--- src/rtl/mux_share_pkg.sv ---
// Shared types and helpers for the mux-share round-robin arbiter.
package mux_share_pkg;

    // Arbiter ownership state.
    typedef enum logic {
        IDLE  = 1'b0,
        OWNED = 1'b1
    } arb_state_t;

    // Smallest legal index width (a 1-requester index still needs one bit).
    localparam int MIN_IDX_W = 1;

    // Width of a binary requester index for n requesters.
    function automatic int idx_width(input int n);
        return (n > 2) ? $clog2(n) : MIN_IDX_W;
    endfunction

endpackage

--- src/rtl/mux_share_arbiter_rr_pick.sv ---
// Combinational round-robin pick: first requester after i_last, with wrap-around.
// N is a power of two, so index arithmetic wraps naturally at IW bits.
module rr_pick
    import mux_share_pkg::*;
#(
    parameter int N  = 4,
    parameter int IW = idx_width(N)
) (
    input  logic [N-1:0]  i_req,
    input  logic [IW-1:0] i_last,
    output logic          o_found,
    output logic [IW-1:0] o_idx
);

    // Candidate k is i_last+k+1; the final candidate wraps onto i_last itself,
    // so the previous owner is still eligible when nobody else is requesting.
    logic [IW-1:0] w_cand [N];

    generate
        for (genvar gi = 0; gi < N; gi++) begin : g_cand
            assign w_cand[gi] = i_last + IW'(gi + 1);
        end
    endgenerate

    // Priority encode over the rotated order; the lowest offset wins by being written last.
    always_comb begin
        o_found = 1'b0;
        o_idx   = '0;
        for (int i = N - 1; i >= 0; i--) begin
            if (i_req[w_cand[i]]) begin
                o_found = 1'b1;
                o_idx   = w_cand[i];
            end
        end
    end

endmodule

--- src/rtl/mux_share_arbiter.sv ---
// Round-robin arbiter owning a shared W-bit N:1 datapath mux.
// Grant/select are registered; the data mux follows din combinationally.
module mux_share_arbiter
    import mux_share_pkg::*;
#(
    parameter int N        = 4,
    parameter int W        = 8,
    parameter int MAX_HOLD = 4
) (
    input  logic                 clk,
    input  logic                 reset,
    input  logic [N-1:0]         req,
    input  logic [N*W-1:0]       din,
    output logic [N-1:0]         gnt,
    output logic [$clog2(N)-1:0] sel,
    output logic [W-1:0]         dout,
    output logic                 dout_valid,
    output logic                 busy
);

    localparam int IW = idx_width(N);
    localparam int HW = $clog2(MAX_HOLD) + 1;
    localparam logic [HW-1:0] HOLD_LAST = HW'(MAX_HOLD - 1);

    arb_state_t    r_state, w_state_next;
    logic [N-1:0]  r_gnt,   w_gnt_next;
    logic [IW-1:0] r_sel,   w_sel_next;
    logic [IW-1:0] r_last,  w_last_next;
    logic [HW-1:0] r_hold,  w_hold_next;

    logic          w_release;
    logic          w_found;
    logic [IW-1:0] w_pick_last;
    logic [IW-1:0] w_pick_idx;
    logic [N-1:0]  w_pick_onehot;
    logic [W-1:0]  w_din_arr [N];

    // In IDLE the search starts after the last released owner; while OWNED the
    // pick is only consumed on a release edge, where the new last is the owner.
    assign w_pick_last   = (r_state == OWNED) ? r_sel : r_last;
    assign w_pick_onehot = {{(N-1){1'b0}}, 1'b1} << w_pick_idx;
    assign w_release     = !req[r_sel] || (r_hold == HOLD_LAST);

    rr_pick #(
        .N  (N),
        .IW (IW)
    ) u_rr_pick (
        .i_req   (req),
        .i_last  (w_pick_last),
        .o_found (w_found),
        .o_idx   (w_pick_idx)
    );

    // Unpack the requester data bus for the shared output mux.
    generate
        for (genvar gi = 0; gi < N; gi++) begin : g_din
            assign w_din_arr[gi] = din[gi*W +: W];
        end
    endgenerate

    // State register: ownership, grant, select, round-robin pointer and hold counter.
    always_ff @(posedge clk) begin
        if (reset) begin
            r_state <= IDLE;
            r_gnt   <= '0;
            r_sel   <= '0;
            r_last  <= IW'(N - 1);
            r_hold  <= '0;
        end else begin
            r_state <= w_state_next;
            r_gnt   <= w_gnt_next;
            r_sel   <= w_sel_next;
            r_last  <= w_last_next;
            r_hold  <= w_hold_next;
        end
    end

    // Next-state: grant from IDLE, hold or hand over (back-to-back) while OWNED.
    always_comb begin
        w_state_next = r_state;
        w_gnt_next   = r_gnt;
        w_sel_next   = r_sel;
        w_last_next  = r_last;
        w_hold_next  = r_hold;
        case (r_state)
            IDLE: begin
                if (w_found) begin
                    w_state_next = OWNED;
                    w_gnt_next   = w_pick_onehot;
                    w_sel_next   = w_pick_idx;
                    w_hold_next  = '0;
                end
            end
            OWNED: begin
                if (!w_release) begin
                    w_hold_next = r_hold + 1'b1;
                end else begin
                    w_last_next = r_sel;
                    if (w_found) begin
                        w_gnt_next  = w_pick_onehot;
                        w_sel_next  = w_pick_idx;
                        w_hold_next = '0;
                    end else begin
                        w_state_next = IDLE;
                        w_gnt_next   = '0;
                        w_hold_next  = '0;
                    end
                end
            end
            default: begin
                w_state_next = IDLE;
            end
        endcase
    end

    // Outputs: registered grant/select, and the shared mux gated by grant validity.
    always_comb begin
        gnt        = r_gnt;
        sel        = r_sel;
        busy       = (r_state == OWNED);
        dout_valid = |r_gnt;
        dout       = dout_valid ? w_din_arr[r_sel] : '0;
    end

endmodule

--- config.mk ---
export PLATFORM = sky130hd
export DESIGN_NAME = mux_share_arbiter
export DESIGN_NICKNAME = d
export VERILOG_FILES = /design/src/rtl/mux_share_pkg.sv /design/src/rtl/mux_share_arbiter_rr_pick.sv /design/src/rtl/mux_share_arbiter.sv
export SDC_FILE = /design/constraint.sdc
export NUM_CORES = 1
export LEC_CHECK = 0
export BUFFER_PORTS_ARGS = -buffer_cell sky130_fd_sc_hd__buf_2
export CAP_MARGIN = 40
export CORE_ASPECT_RATIO = 0.7
export CORE_MARGIN = 5
export CORE_UTILIZATION = 41
export DETAILED_ROUTE_END_ITERATION = 7
export GPL_ROUTABILITY_DRIVEN = 0
export PLACE_DENSITY = 0.77
export SLEW_MARGIN = 20
export SYNTH_ARGS = -nofsm -noshare
export SYNTH_HDL_FRONTEND = slang
export SYNTH_SLANG_ARGS = --single-unit
export TNS_END_PERCENT = 5
--- constraint.sdc ---
create_clock -name clk -period 3.35 [get_ports clk]
set_clock_uncertainty 0.05 [all_clocks]
set_input_delay 0.335 -clock clk [delete_from_list [all_inputs] [get_ports clk]]
set_output_delay 0.335 -clock clk [all_outputs]
set_load 0.005 [all_outputs]
==> flow_metrics.tcl <==
set metrics [dict create \
    crit_buf_inv 1 \
    finalSetupTns_ns 0 \
    synth_seq_cells 12 \
    seq_power_share_pct 36.7 \
    swShare_pct 31.83 \
    cellInternalPower_uw 340.6 \
    synth_ff_type "dfxtp_1" \
    setup_viol 0 \
    drive_above_1_share_pct 52.90 \
    coreArea_um2 2085 \
    path_max_fanout 13 \
    pin_count 54 \
    cts_setup_buffers 0 \
    cts_hold_buf 0 \
    synth_top_area_share_pct 27.55 \
    p_sw_uw 159.1 \
    synthTopCellsByCount "13 x nor2b_1, 12 x dfxtp_1, 9 x mux4_2" \
    async_flop_share_pct 0 \
    reg2reg_slack_ns 1.17 \
    clock-sinks 12 \
    hold_class "primary input to register" \
    drc 0 \
    syn_area_um2 872.1 \
    clock_power_share_pct 23.0 \
    ant_nets 0 \
    power_density_nw_per_um2 416.8 \
    placed_area_um2 1162 \
    fin_crit_ns 2.273 \
    diodes 0 \
    syn_to_final_growth_pct 37.45 \
    cp-start-kind "register" \
    port_buffers 53 \
    nets 179 \
    worstPathCellList "mux4_2 > nor2b_1 > buf_2" \
    initial_utilization_pct 41.84 \
    dp_slack_ns 1.149 \
    ctsResizeCount 0 \
    setup_slack_ns 1.077 \
    max_stage_delay_ns 0.76 \
    netlist-cell-type-count 30 \
    yosysMostFrequentCell "nor2b_1" \
    irDropWorstVdd_mv 0.2293 \
    ctsRootBufferMaster "clkbuf_4" \
    die_x_um 65.13 \
    rsz0062_at_grt "no" \
    die-area_um2 3164 \
    synth_warnings 0 \
    cp_slowest_cell "dfxtp_1" \
    grt_start_max_net_pins 15 \
    synth_top_area_cell "dfxtp_1" \
    outcome "complete, no violations" \
    wl_um 2433 \
    die_h_um 48.59 \
    hold_viol 0 \
    leakagePower_uw 0.0005634 \
    combPwrFrac_pct 40.3 \
    dp_hpwl_um 2043 \
    via_per_inst 5.469 \
    grt_pass1_wl_um 3898 \
    syn_nets 123 \
    slew_headroom_pct 54.61 \
    crit_family "flip-flops" \
    grt-ovfl-total 0 \
    crit_type "register to output pin" \
    track_usage_pct 15.35 \
    vias 886 \
    drv_cap 0 \
    design_area_um2 1199 \
    row_count 14 \
    yosysSeqAreaShare_pct 27.55 \
    cts_tree "built" \
    final_max_slew_viol_count 0 \
    synth-edff-count 0 \
    first_global_vias 909 \
    dr.pass1.iters 4 \
    synth.area.top_cells "dfxtp_1 28%, mux4_2 23%, nor2b_1 9.3%" \
    antenna_found_initial 0 \
    cp_data_arrival_time_ns 1.89 \
    required_ns 2.96 \
    layout.filler_cells 186 \
    post-route-util_pct 57.50 \
    synth.avg_cell_area_um2 10.51 \
    clk_latency_ns 0.28 \
    fmax_mhz 439.9 \
    htree_levels 1 \
    period_share_pct 67.87 \
    syn_inst 83 \
    clk_path_buf_depth 2 \
    drt_iter0_markers 24 \
    crit_path_end_kind "output pin" \
    clkTransAtPathRegs_ns 0.08 \
    max_slew.worst_pin.slew_ns 0.6799 \
    cts-buffers-inserted 3 \
    wl_per_cell_um 15.02 \
]
[per-stage QoR]
stage	std cells	hold slack, ns	total power, uW
after floorplan	83	0.4154	305.0
after global placement	158	0.4231	382.1
after detailed placement	158	0.4310	389.6
after CTS	162	0.3029	505.7
after global routing	162	0.3263	529.9
final	162	0.3165	499.6
[layout make-up]
type	count	area, um^2	area share [%]
repair buffers	54	272.8	22.76
well taps	24	30.03	2.505
multi-input cells	64	604.3	50.42
flip-flops and latches	12	240.2	20.04
clock buffers	4	36.28	3.027
inverters	4	15.01	1.253
[cell families (layout without fill, tap and decap cells)]
kind of cell | count (synthesis) | in the layout | share of synthesized area (%)
and+or+nand+nor | 28 | 28 | 18.51
AOI/OAI and AO/OA | 21 | 21 | 19.94
muxes | 13 | 13 | 27.98
DFF | 12 | 12 | 27.55
buffers and inverters | 7 | 62 | 3.155
adders and majority gates | 2 | 2 | 2.869
[layer usage]
layer	vias up	GRT usage, %	wire [um]
met4	0	2.069	8
met3	2	7.176	280
met1	408	17.33	1000
met5	-	0	0
met2	44	26.99	1143
li1	432	-	-
[worst register-to-register path, stage by stage (launching register included)]
cell and delay (ns):
dfxtp_1 0.76, mux4_2 0.65, and2_4 0.18, o21ba_1 0.23, a32o_1 0.21
[cells in the final DEF (no fill, tap or decap), drive strengths merged, types with 2 or more instances in the layout]
cell type	netlist	layout
buf	2	54
nor2b	13	13
dfxtp	12	12
mux4	9	9
nor2	7	7
inv	4	4
clkbuf	1	4
a211o	3	3
mux2i	3	3
a21oi	3	3
nand3	3	3
a211oi	3	3
a22oi	2	2
a32o	2	2
o2bb2ai	2	2
ha	2	2
nor4	2	2
[power groups by stage]
stage	clock [uW]	sequential [uW]	combinational [uW]
floorplan	0	172	133
global placement	0	185	197
detailed placement	0	187	203
CTS	119	184	203
global route	123	187	221
finish	115	183	201
[flip-flops by register name, summed over array words and instances, names as in the netlist]
name	flops
busy	1
gnt	4
r_last	2
sel	2
r_hold	3
[worst paths after layout]
path                            cells after the start       to    from
worst max-delay path                                3  dout[2]  sel[0]
worst min-delay path                                2   sel[0]   reset
worst max register to register                      4   gnt[1]  sel[0]
worst min register to register                      1   gnt[3]  gnt[3]
No activity file was read; power rests on OpenSTA's default activity.
